===== src/rtl/pe_border_et_pkg.sv =====
// Shared types and helpers for the border PE.
// Holds the controller state enum and the bit-reverse function.
package pe_border_et_pkg;

  typedef enum logic [1:0] {
    ST_IDLE = 2'd0,
    ST_RUN  = 2'd1,
    ST_DONE = 2'd2
  } state_e;

  // Reverse the low w bits of v; upper result bits are zero.
  function automatic logic [31:0] bit_rev(
    input logic [31:0] v,
    input int unsigned w
  );
    logic [31:0] r;
    for (int i = 0; i < 32; i++) begin
      r[31-i] = v[i];
    end
    return r >> (32 - w);
  endfunction

endpackage


===== src/rtl/pe_et_ctrl.sv =====
// Run controller: FSM, cycle counter, weight sequence, shift latch.
// in: start, abort, et_shift; out: state, cnt, rand_w, shift.
module pe_et_ctrl
  import pe_border_et_pkg::*;
#(
  parameter int IWIDTH = 8,
  parameter int SHW    = $clog2(IWIDTH-1)
) (
  input  logic            clk,
  input  logic            rst_n,
  input  logic            start,
  input  logic            abort,
  input  logic [SHW-1:0]  et_shift,
  output state_e          state,
  output logic [IWIDTH-2:0] cnt,
  output logic [IWIDTH-2:0] rand_w,
  output logic [SHW-1:0]  shift
);

  localparam int CW   = IWIDTH - 1;
  localparam int SMAX = IWIDTH - 2;

  state_e          state_q, state_d;
  logic [CW-1:0]   cnt_q, cnt_d;
  logic [SHW-1:0]  shift_q, shift_d;
  logic [SHW-1:0]  shift_sat;
  logic [CW-1:0]   last;

  assign shift_sat = (int'(et_shift) > SMAX)
                   ? SHW'(SMAX) : et_shift;

  // Last count of a run: 2^(CW-s) - 1.
  assign last = {CW{1'b1}} >> shift_q;

  always_comb begin
    state_d = state_q;
    cnt_d   = cnt_q;
    shift_d = shift_q;
    unique case (state_q)
      ST_IDLE: begin
        if (start) begin
          state_d = ST_RUN;
          cnt_d   = '0;
          shift_d = shift_sat;
        end
      end
      ST_RUN: begin
        cnt_d = cnt_q + CW'(1);
        if (abort) begin
          state_d = ST_IDLE;
        end else if (cnt_q == last) begin
          state_d = ST_DONE;
        end
      end
      ST_DONE: state_d = ST_IDLE;
      default: state_d = ST_IDLE;
    endcase
  end

  always_ff @(posedge clk or negedge rst_n) begin
    if (!rst_n) begin
      state_q <= ST_IDLE;
      cnt_q   <= '0;
      shift_q <= '0;
    end else begin
      state_q <= state_d;
      cnt_q   <= cnt_d;
      shift_q <= shift_d;
    end
  end

  assign state  = state_q;
  assign cnt    = cnt_q;
  assign shift  = shift_q;
  assign rand_w = CW'(bit_rev(32'(cnt_q), CW));

endmodule


===== src/rtl/pe_border_et.sv =====
// Border PE: temporal-unary MAC with early termination.
// Ports: controls in/out (one-cycle delays), ifm/weight, ofm chain.
module pe_border_et
  import pe_border_et_pkg::*;
#(
  parameter int IWIDTH = 8,
  parameter int OWIDTH = 16,
  parameter int SHW    = $clog2(IWIDTH-1)
) (
  input  logic                     clk,
  input  logic                     rst_n,
  input  logic                     start,
  output logic                     start_d,
  input  logic [SHW-1:0]           et_shift,
  output logic [SHW-1:0]           et_shift_d,
  input  logic                     en_i,
  input  logic                     clr_i,
  input  logic                     en_w,
  input  logic                     clr_w,
  output logic                     en_i_d,
  output logic                     clr_i_d,
  output logic                     en_w_d,
  output logic                     clr_w_d,
  input  logic signed [IWIDTH-1:0] ifm,
  output logic                     ifm_sign_d,
  output logic                     ifm_dff_d,
  input  logic                     wght_sign,
  input  logic [IWIDTH-2:0]        wght_abs,
  output logic                     wght_sign_d,
  output logic [IWIDTH-2:0]        wght_abs_d,
  output logic [IWIDTH-2:0]        randW_d,
  input  logic signed [OWIDTH-1:0] ofm,
  output logic signed [OWIDTH-1:0] ofm_d,
  output logic                     busy,
  output logic                     done
);

  localparam int MW = IWIDTH - 1;

  state_e          state;
  logic [MW-1:0]   cnt, rand_w, cnt_sh;
  logic [SHW-1:0]  shift;
  logic            run, go, abort;
  logic            ib, wb;
  logic            ifm_min;
  logic [IWIDTH-1:0] ifm_neg;
  logic [MW-1:0]   ifm_mag;
  logic signed [OWIDTH-1:0] acc_ext, acc_sc;

  logic            start_dly_q, start_dly_d;
  logic [SHW-1:0]  esh_dly_q, esh_dly_d;
  logic            en_i_dly_q, en_i_dly_d;
  logic            clr_i_dly_q, clr_i_dly_d;
  logic            en_w_dly_q, en_w_dly_d;
  logic            clr_w_dly_q, clr_w_dly_d;
  logic            ifm_sign_q, ifm_sign_d_n;
  logic [MW-1:0]   ifm_abs_q, ifm_abs_d;
  logic            wght_sign_q, wght_sign_d_n;
  logic [MW-1:0]   wght_abs_q, wght_abs_d_n;
  logic            dff_q, dff_d;
  logic [MW-1:0]   randw_q, randw_d;
  logic signed [IWIDTH:0]   acc_q, acc_d;
  logic signed [OWIDTH-1:0] psum_q, psum_d;

  pe_et_ctrl #(
    .IWIDTH (IWIDTH),
    .SHW    (SHW)
  ) u_ctrl (
    .clk      (clk),
    .rst_n    (rst_n),
    .start    (start),
    .abort    (abort),
    .et_shift (et_shift),
    .state    (state),
    .cnt      (cnt),
    .rand_w   (rand_w),
    .shift    (shift)
  );

  assign run   = (state == ST_RUN);
  assign go    = (state == ST_IDLE) & start;
  assign abort = run & clr_i;

  // Most-negative ifm has no positive twin: clamp.
  assign ifm_min = ifm[IWIDTH-1] & ~|ifm[IWIDTH-2:0];
  assign ifm_neg = ~ifm + IWIDTH'(1);
  assign ifm_mag = ifm_min ? {MW{1'b1}}
                 : ifm[IWIDTH-1] ? ifm_neg[MW-1:0]
                 : ifm[MW-1:0];

  assign cnt_sh = cnt << shift;
  assign ib     = (cnt_sh < ifm_abs_q);
  assign wb     = (rand_w < wght_abs_q);

  assign acc_ext = OWIDTH'(acc_q);
  assign acc_sc  = acc_ext <<< shift;

  always_comb begin
    start_dly_d   = start;
    esh_dly_d     = et_shift;
    en_i_dly_d    = en_i;
    clr_i_dly_d   = clr_i;
    en_w_dly_d    = en_w;
    clr_w_dly_d   = clr_w;
    ifm_sign_d_n  = ifm_sign_q;
    ifm_abs_d     = ifm_abs_q;
    wght_sign_d_n = wght_sign_q;
    wght_abs_d_n  = wght_abs_q;
    dff_d         = run & ib;
    randw_d       = randw_q;
    acc_d         = acc_q;
    psum_d        = psum_q;

    if (clr_i) begin
      ifm_sign_d_n = 1'b0;
      ifm_abs_d    = '0;
    end else if (en_i) begin
      ifm_sign_d_n = ifm[IWIDTH-1];
      ifm_abs_d    = ifm_mag;
    end

    // Weight is frozen while a run uses it.
    if (state == ST_IDLE) begin
      if (clr_w) begin
        wght_sign_d_n = 1'b0;
        wght_abs_d_n  = '0;
      end else if (en_w) begin
        wght_sign_d_n = wght_sign;
        wght_abs_d_n  = wght_abs;
      end
    end

    if (run) begin
      randw_d = rand_w;
    end

    if (go || abort) begin
      acc_d = '0;
    end else if (run && ib && wb) begin
      if (ifm_sign_q ^ wght_sign_q) begin
        acc_d = acc_q - (IWIDTH+1)'(1);
      end else begin
        acc_d = acc_q + (IWIDTH+1)'(1);
      end
    end

    if (state == ST_DONE) begin
      psum_d = ofm + acc_sc;
    end
  end

  always_ff @(posedge clk or negedge rst_n) begin
    if (!rst_n) begin
      start_dly_q <= 1'b0;
      esh_dly_q   <= '0;
      en_i_dly_q  <= 1'b0;
      clr_i_dly_q <= 1'b0;
      en_w_dly_q  <= 1'b0;
      clr_w_dly_q <= 1'b0;
      ifm_sign_q  <= 1'b0;
      ifm_abs_q   <= '0;
      wght_sign_q <= 1'b0;
      wght_abs_q  <= '0;
      dff_q       <= 1'b0;
      randw_q     <= '0;
      acc_q       <= '0;
      psum_q      <= '0;
    end else begin
      start_dly_q <= start_dly_d;
      esh_dly_q   <= esh_dly_d;
      en_i_dly_q  <= en_i_dly_d;
      clr_i_dly_q <= clr_i_dly_d;
      en_w_dly_q  <= en_w_dly_d;
      clr_w_dly_q <= clr_w_dly_d;
      ifm_sign_q  <= ifm_sign_d_n;
      ifm_abs_q   <= ifm_abs_d;
      wght_sign_q <= wght_sign_d_n;
      wght_abs_q  <= wght_abs_d_n;
      dff_q       <= dff_d;
      randw_q     <= randw_d;
      acc_q       <= acc_d;
      psum_q      <= psum_d;
    end
  end

  assign start_d     = start_dly_q;
  assign et_shift_d  = esh_dly_q;
  assign en_i_d      = en_i_dly_q;
  assign clr_i_d     = clr_i_dly_q;
  assign en_w_d      = en_w_dly_q;
  assign clr_w_d     = clr_w_dly_q;
  assign ifm_sign_d  = ifm_sign_q;
  assign ifm_dff_d   = dff_q;
  assign wght_sign_d = wght_sign_q;
  assign wght_abs_d  = wght_abs_q;
  assign randW_d     = randw_q;
  assign ofm_d       = psum_q;
  assign busy        = (state != ST_IDLE);
  assign done        = (state == ST_DONE);

endmodule


===== config.mk =====
export PLATFORM = sky130hd
export DESIGN_NAME = pe_border_et
export DESIGN_NICKNAME = d
export VERILOG_FILES = /design/src/rtl/pe_border_et_pkg.sv /design/src/rtl/pe_et_ctrl.sv /design/src/rtl/pe_border_et.sv
export SDC_FILE = /design/constraint.sdc
export NUM_CORES = 1
export LEC_CHECK = 0
export CORE_UTILIZATION = 28
export CTS_BUF_LIST = sky130_fd_sc_hd__clkbuf_4 sky130_fd_sc_hd__clkbuf_8
export CTS_CLUSTER_DIAMETER = 200
export DETAILED_ROUTE_END_ITERATION = 10
export GPL_ROUTABILITY_DRIVEN = 0
export PLACE_DENSITY_LB_ADDON = 0.3
export SLEW_MARGIN = 10
export SYNTH_ARGS = -nofsm -noshare
export SYNTH_HDL_FRONTEND = slang
export SYNTH_SLANG_ARGS = --single-unit

===== constraint.sdc =====
create_clock -name clk -period 4.3 [get_ports clk]
set_input_delay 0.86 -clock clk [delete_from_list [all_inputs] [get_ports clk]]
set_output_delay 0.86 -clock clk [all_outputs]
set_load 0.02 [all_outputs]

==> impl.org, run 1 <==
** Floorplan
- The floorplan step set the die height to 134 um.
- The total area inside the core boundary comes to 16800 um2.
- Initial cell density of the core :: 28.9%
- Area of the die :: 17800 um2
- Floorplan die width :: 134 um
- Number of primary I/O pins :: 85
- Number of placement rows :: 47

** CTS
- Post-cts gate resize count :: 0
- Post-cts hold buffer count :: 0
- Clock tree synthesis selected as its root buffer the cell clkbuf_8.
- After clock tree synthesis, the setup repair step added 0 buffers.
- Number of levels the H-tree was split into :: 3
- TritonCTS created 9 clock buffers.
- In this run the deepest clock path goes through 2 buffers.
- Counting every sink on the clock net gives 69.
- Clock-pin slew was measured on the worst setup and hold paths at 0.07 ns.
- TritonCTS built the clock tree.
- The clock reaches the later pin of the worst-skew pair after 0.36 ns.

** STA
- For the final database, setup skew stands at 0.00957 ns.
- The final max-slew violation count was 0.
- In this run the tightest slew margin relative to its limit is 38.0%.
- For the pin with the worst max-slew slack, the measured transition is 0.930 ns.
- Aggregate negative setup slack :: 0 ns
- Worst Setup Slack, final :: 0.685 ns
- Setup repair after global routing left no endpoint under its margin.
- Based on the critical path, the design can be clocked at up to 277 MHz.
- Total of endpoints with negative setup slack in the final report :: 0
- The worst path uses 84.1% of the clock period.
- The clock period could shrink to 3.62 ns.
- Hold Violations, Final :: 0

** Placement
- Cells after DPL :: 849
- DP Worst Slack :: 0.723 ns
- Once detailed placement completed, the half-perimeter wirelength came to 9440 um.
- # port buffers :: 84

** Setup path
- The critical path is of the reg -> reg type.
- Kind of end point of the critical path :: register
- Together, buffers and inverters on the worst path number 0.
- The largest single stage delay on the critical path is 0.95 ns.
- Of all nets on the critical path, the largest fanout is 26.
- Endpoint arrival time on the critical path :: 3.91 ns
- CP Launch Type :: register
- Cell type with the highest occurrence count on the critical path :: a221o_1
- Crit path required time :: 4.59 ns
- The critical path goes through mux2_2, o21ai_0, mux2i_1, ha_1, a21o_1, a221o_1, a221o_1, a311o_1, nand3_1.
- The largest individual stage delay along the critical path comes from the cell dfrtp_1.
- Broken down by cell family, the worst path's largest delay share belongs to compound AO/OA/AOI/OAI gates.

** Synth
- For this run, the number of Yosys warnings is 0.
- Adder and majority cell fraction of the synthesized area :: 10.1%
- The synthesized netlist devotes 2.35% of its cell area to XOR and XNOR gates.
- Largest cells by area after synthesis :: dfrtp_1, ha_1, nand2_1, o21ai_0, a21oi_1
- For this run, the leading register cell type out of synthesis is dfrtp_1.
- By area, the combinational part of the netlist is dominated by compound AO/OA/AOI/OAI gates.
- The synthesized design contains 0 enable-type register cells.
- Post-synthesis cell type count :: 63
- Synthesized instance count :: 572
- Summing the areas of all and, or, nand and nor instances in the mapped netlist gives 20.0% of the synthesized area.
- Async set-or-reset flop fraction in the synthesized netlist :: 100%
- The synthesized design devotes to its leading area cell type 35.6% of total area.
- Each instance of the synthesized netlist takes up on average 8.47 um2.
- Library cell occupying the most area in the post-synthesis netlist :: dfrtp_1
- Proportion of synthesized chip area in sequential cells :: 35.6%
- Counting every net in the synthesized netlist gives 652.
- The synthesized netlist devotes 21.9% of its cell area to compound gates.
- The portion of synthesized area spent on multiplexers is 4.93%.
- Counting flops and latches in the post-synthesis netlist gives 69.
- Syn Std Cell Area :: 4850 um2

** GRT
- The first global-routing pass estimated 21000 um of wire.
- Global routing used 14.5% of the available tracks across all layers.
- Initial antenna violation count :: 0
- The number of global-route vias before repair came to 4342.
- Entering global routing, the biggest net connects 38 pins.
- Aggregate global routing overflow :: 0

** Finish
- For this run, the post-layout net count is 720.
- Area growth from synthesis to layout :: 25.0%
- Fraction of final layout cells sized beyond drive strength 1 :: 6.06%
- Most used cells in the layout excluding fill and tap cells :: nand2_1, clkdlybuf4s50_1, dfrtp_1
- Leaving out fill and tap cells, the most frequent cell in the layout is nand2_1.
- Number of fill cells in the layout :: 1731
- Once layout is complete, the cells apart from fillers number 864.
- Antenna cell count :: 0

** Power
- Overall power consumption after layout is estimated at 4.07 mW.
- Across the VDD grid, the largest voltage drop is 0.000242 V.
- For this design the ratio of total power to cell area is 671 nW/um2.
- For this design the static power due to leakage is 2.61 nW.

** Route
- Number of DRC markers after the initial detailed-route iteration :: 189
- DR DRC count :: 0
- The routed layout has 4363 vias.
- Detail-routed via count per cell :: 5.05
- After detailed routing, the total wire length is 12500 um.
- Routed wirelength normalized by instance count :: 14.4 um
- The detail route stage leaves a number of antenna-violating nets equal to 0.
- Before antenna repair, the detailed router went through 4 iterations.

** Run status
- Result of the run :: finished clean

** Worst hold path
- Min-delay worst type :: reg -> reg

** Flow run
- Max-cap violation count :: 0
-- layer usage --
| metal | track usage (%) | wire length [um] |
|---|---|---|
| met1 | 19.2 | 6010 |
| met2 | 23.1 | 5650 |
| met3 | 3.54 | 616 |
| met4 | 4.42 | 199 |
| met5 | 0 | 0 |
-- worst min-delay path, stage by stage, from the launching register on --
cell	delay (ns)
dfrtp_1	0.35
nand2_1	0.05
nand2_1	0.05
-- final cells by class --
class,instances,area (um2),area share (%)
Timing Repair Buffer,88,866,14.3
Inverter,31,116,1.92
Clock inverter,5,61.3,1.01
Sequential cell,69,1730,28.5
Tap cell,220,275,4.54
Clock buffer,10,138,2.27
Multi-Input combinational cell,441,2880,47.5
-- cells in the mapped netlist, drive strengths merged (5+ instances only) --
cell type	n
nand2	91
dfrtp	69
o21ai	47
a21oi	37
ha	36
nor2	33
inv	30
clkbuf	23
nand3	20
mux2i	16
nor3	16
nand2b	15
buf	8
o31ai	8
a211oi	7
mux2	7
nand4	7
xor2	7
a21o	6
a31oi	6
o211ai	6
o21a	6
xnor2	6
a21boi	5
o2111ai	5
-- stage by stage --
stage                     hold WS, ns  area (um2)  utilization, %
after floorplan                 0.510        4850               -
after global placement          0.463        5860            35.0
after detailed placement        0.469        5860            35.0
after CTS                       0.489        6060            36.1
after global routing            0.522        6060            36.1
final                           0.482        6060            36.1
-- logic make-up (layout without fill, tap and decap cells) --
group,after synthesis,in the layout
AND/OR/NAND/NOR,207,207
multiplexers,23,23
AO/OA/AOI/OAI,160,160
XOR/XNOR,13,13
adder cells (fa/ha/maj),38,38
buffers and inverters,62,134
flip-flops,69,69
-- where the power goes --
part           leakage, nW  switching (mW)  internal (mW)
sequential           0.873           0.275          0.845
combinational         1.65            1.39           1.02
clock               0.0906           0.258          0.281
total                 2.61            1.92           2.14
-- flip-flops by register name, summed over array words and instances (netlist names) --
name and cells:
ofm_d 16, acc_q 9, ifm_abs_q 7, randW_d 7
u_ctrl.cnt 7, wght_abs_d 7, et_shift_d 3, u_ctrl.shift 3
u_ctrl.state 2, clr_i_d 1, clr_w_d 1, en_i_d 1
en_w_d 1, ifm_dff_d 1, ifm_sign_d 1, start_d 1
wght_sign_d 1
-- path summary, 6_finish.rpt --
check / from / end / slack (ns) / cells after the start
setup / recovery: u_ctrl.shift[1] / ofm_d[14] / 0.68 / 9
hold / removal: ofm_d[1] / ofm_d[1] / 0.48 / 2
setup reg to reg: u_ctrl.shift[1] / ofm_d[14] / 0.68 / 9
hold reg to reg: ofm_d[1] / ofm_d[1] / 0.48 / 2
max in group asynchronous: rst_n / u_ctrl.cnt[5] / 2.80 / 2
min in group asynchronous: rst_n / ofm_d[4] / 0.57 / 1
(Power assumes the default switching activity.)
==> run 2: changes to the inputs <==
==> constraint.sdc (replaced) <==
create_clock -name clk -period 2.9 [get_ports clk]
set_input_delay 0.58 -clock clk [delete_from_list [all_inputs] [get_ports clk]]
set_output_delay 0.58 -clock clk [all_outputs]
set_load 0.02 [all_outputs]
==> run 2 against run 1 <==
Utilization up 3.7 points. Die area unchanged. Critical path type unchanged. Total power up 74%. Worst setup slack worse by 0.64 ns. Via count up 7.3%. Highest routed layer unchanged. Maximum frequency up 26%.
==> impl.org, run 2 (synthesis gave the netlist of run 1 again) <==
** Run status
- The flow ran to the end, and the final reports show no timing, DRC or antenna violations.

** CTS
- CTS tree :: yes
- Number of clock sinks seen by CTS :: 69
- Counting along the longest clock path gives a buffer depth of 2.
- Clock edge transition at the registers on the reported setup and hold paths :: 0.08 ns
- The cell sitting at the root of the clock tree is a clkbuf_8.
- CTS Buf Count :: 9
- Number of levels the H-tree was split into :: 3
- Clock latency of the later-clocked register in the worst-skew pair :: 0.36 ns
- Post-cts hold buffer count :: 0

** Power
- Power density normalized to cell area :: 1060 nW/um2
- IR Drop Worst-Case VDD :: 0.000382 V
- Post-route total power :: 7.06 mW
- Leakage :: 2.90 nW

** Route
- After detailed routing, no signal wire sits above met4.
- After detailed routing, the average wire length per cell comes to 14.7 um.
- Drt pass-1 iters :: 5
- In the routed design, unresolved DRC markers number 0.
- Vias after detailed routing :: 4683
- After the first detailed-routing iteration, the DRC count stood at 332.
- Routed length on met2 :: 6430 um
- After detailed routing, the wire length on met1 is 6290 um.
- After detailed routing, the number of vias per cell comes to 5.07.
- Count of nets left with antenna violations after detail routing :: 0
- Summed over all nets, wire length on met3 after detailed routing comes to 667 um.
- For this block, the routed nets add up to 13500 um of wire.

** Floorplan
- Area of the die :: 17800 um2
- Floorplan die width :: 134 um
- Die extent in y :: 134 um
- During I/O placement, the number of pins put on the boundary was 85.
- The initial utilization of the core area, before any placement, comes to 28.9%.
- The initialized floorplan defines 47 standard-cell rows.
- The floorplan step defined a core boundary enclosing 16800 um2.

** GRT
- Entering global routing, the biggest net connects 33 pins.
- Initial antenna violation count :: 0
- After global routing the overflow that remains totals 0.
- GR Util All Layers :: 15.4%
- The number of global-route vias before repair came to 4658.
- First-pass GRT wire length :: 22200 um

** Placement
- In this run the tool buffered the top-level ports with 84 buffer cells.
- Before CTS, the worst setup slack after placement is -0.133 ns.
- Summed over all nets, the half-perimeter wirelength after detailed placement is 10200 um.

** STA
- Maximum clock skew at final layout :: 0.00904 ns
- For the pin with the worst max-slew slack, the measured transition is 0.877 ns.
- After layout, the minimum clock period comes to 2.86 ns.
- Unrepaired setup endpoints after global routing :: true
- Total of endpoints with negative setup slack in the final report :: 0
- Number of pins with negative max-slew slack in the final report :: 0
- Dividing the final minimum period by the clock period gives 98.6%.
- Derived from the worst setup path, the maximum achievable clock frequency is 350 MHz.
- The total count of hold-check failures in the final report came to 0.
- Setup slack on the critical path of the routed design comes to 0.0416 ns.
- Headroom to the max-slew limit :: 41.3%

** Finish
- Leaving out fill and tap cells, the most frequent cell in the layout is nand2_1.
- Cells fill 39.8% of the core in the end.
- Post-layout nets :: 778
- Fraction of final layout cells sized beyond drive strength 1 :: 19.1%
- Area growth from synthesis to layout :: 37.8%
- Antenna cell count :: 0
- The filler cells instantiated in the layout total 1700.
- Most used cells in the layout excluding fill and tap cells :: nand2_1, clkdlybuf4s50_1, dfrtp_1
- Flip-flop count of the largest register, all copies and words added :: 16

** Worst hold path
- Min-delay worst type :: in -> async

** Setup path
- Endpoint arrival time on the critical path :: 3.15 ns
- Along the worst path, the maximum fanout reaches 7.
- The worst setup path is launched from a register.
- For the worst setup path, the data required time is 3.19 ns.
- The worst setup path is captured at a register.
- The number of cells on the worst reg-to-reg path is 11.
- Class of the most critical setup path :: reg -> reg

** Flow run
- Max-cap violation count :: 0
[run 2: cell types whose count changed in the layout (fill, tap and decap cells not counted), sizes merged]
cell,change
buf,+58
clkinv,+2
bufinv,+1
clkbuf,-1
inv,-1
[run 2: cell type report]
type | count | area, um2 | share of cell area (%)
multi-input cells | 441 | 3010 | 45.0
flip-flops and latches | 69 | 1730 | 25.9
repair buffers | 146 | 1330 | 19.9
well taps | 220 | 275 | 4.12
clock buffers | 9 | 124 | 1.86
inverters | 31 | 124 | 1.86
clock inverters | 7 | 90.1 | 1.35
[run 2: per-stage QoR]
step	area (um2)	setup TNS (ns)	cells	hold slack [ns]
after floorplan	4860	0	572	0.284
after global placement	6200	-0.200	895	0.463
after global routing	6680	-0.540	923	0.270
final	6680	0	923	0.231
after detailed placement	6200	-0.506	895	0.461
after CTS	6440	0	912	0.238
[run 2: path summary, 6_finish.rpt]
kind / from / end / slack [ns]
worst max-delay path: u_ctrl.shift[1] / acc_q[8] / 0.04
worst min-delay path: rst_n / ofm_d[4] / 0.23
worst max register to register: u_ctrl.shift[1] / acc_q[8] / 0.04
worst min register to register: ofm_d[3] / ofm_d[3] / 0.48
max in group asynchronous: rst_n / randW_d[5] / 1.90
min in group clk: ofm_d[3] / ofm_d[3] / 0.48
[run 2: routing by layer]
metal / track usage [%] / vias up
met1: 19.7 / 2217
met2: 26.1 / 137
met4: 3.98 / 0
met3: 3.23 / 16
li1: - / 2313
met5: 0 / -
[run 2: power by group]
| part | leakage, nW | switching (mW) | internal (mW) | total (mW) |
|---|---|---|---|---|
| registers | 0.871 | 0.276 | 1.26 | 1.53 |
| clock network | 0.105 | 0.390 | 0.479 | 0.870 |
| logic | 1.93 | 2.49 | 2.16 | 4.66 |
| total | 2.90 | 3.16 | 3.90 | 7.06 |
[run 2: what timing repair did]
item	CTS	global route
cloned	0	0
endpoints found under the setup margin	8	15
gates resized for setup	9	44
setup buffers	1	11
pin swaps	7	19
[run 2: critical path, stage by stage (launching register included)]
cell and delay, ns:
dfrtp_2 0.43, buf_6 0.16, mux2i_2 0.25, nor2_1 0.06, a31oi_1 0.18, a21oi_1 0.11, ha_1 0.33, buf_6 0.13
a2111oi_4 0.38, o211ai_4 0.16, or4b_1 0.50, nand4_1 0.10
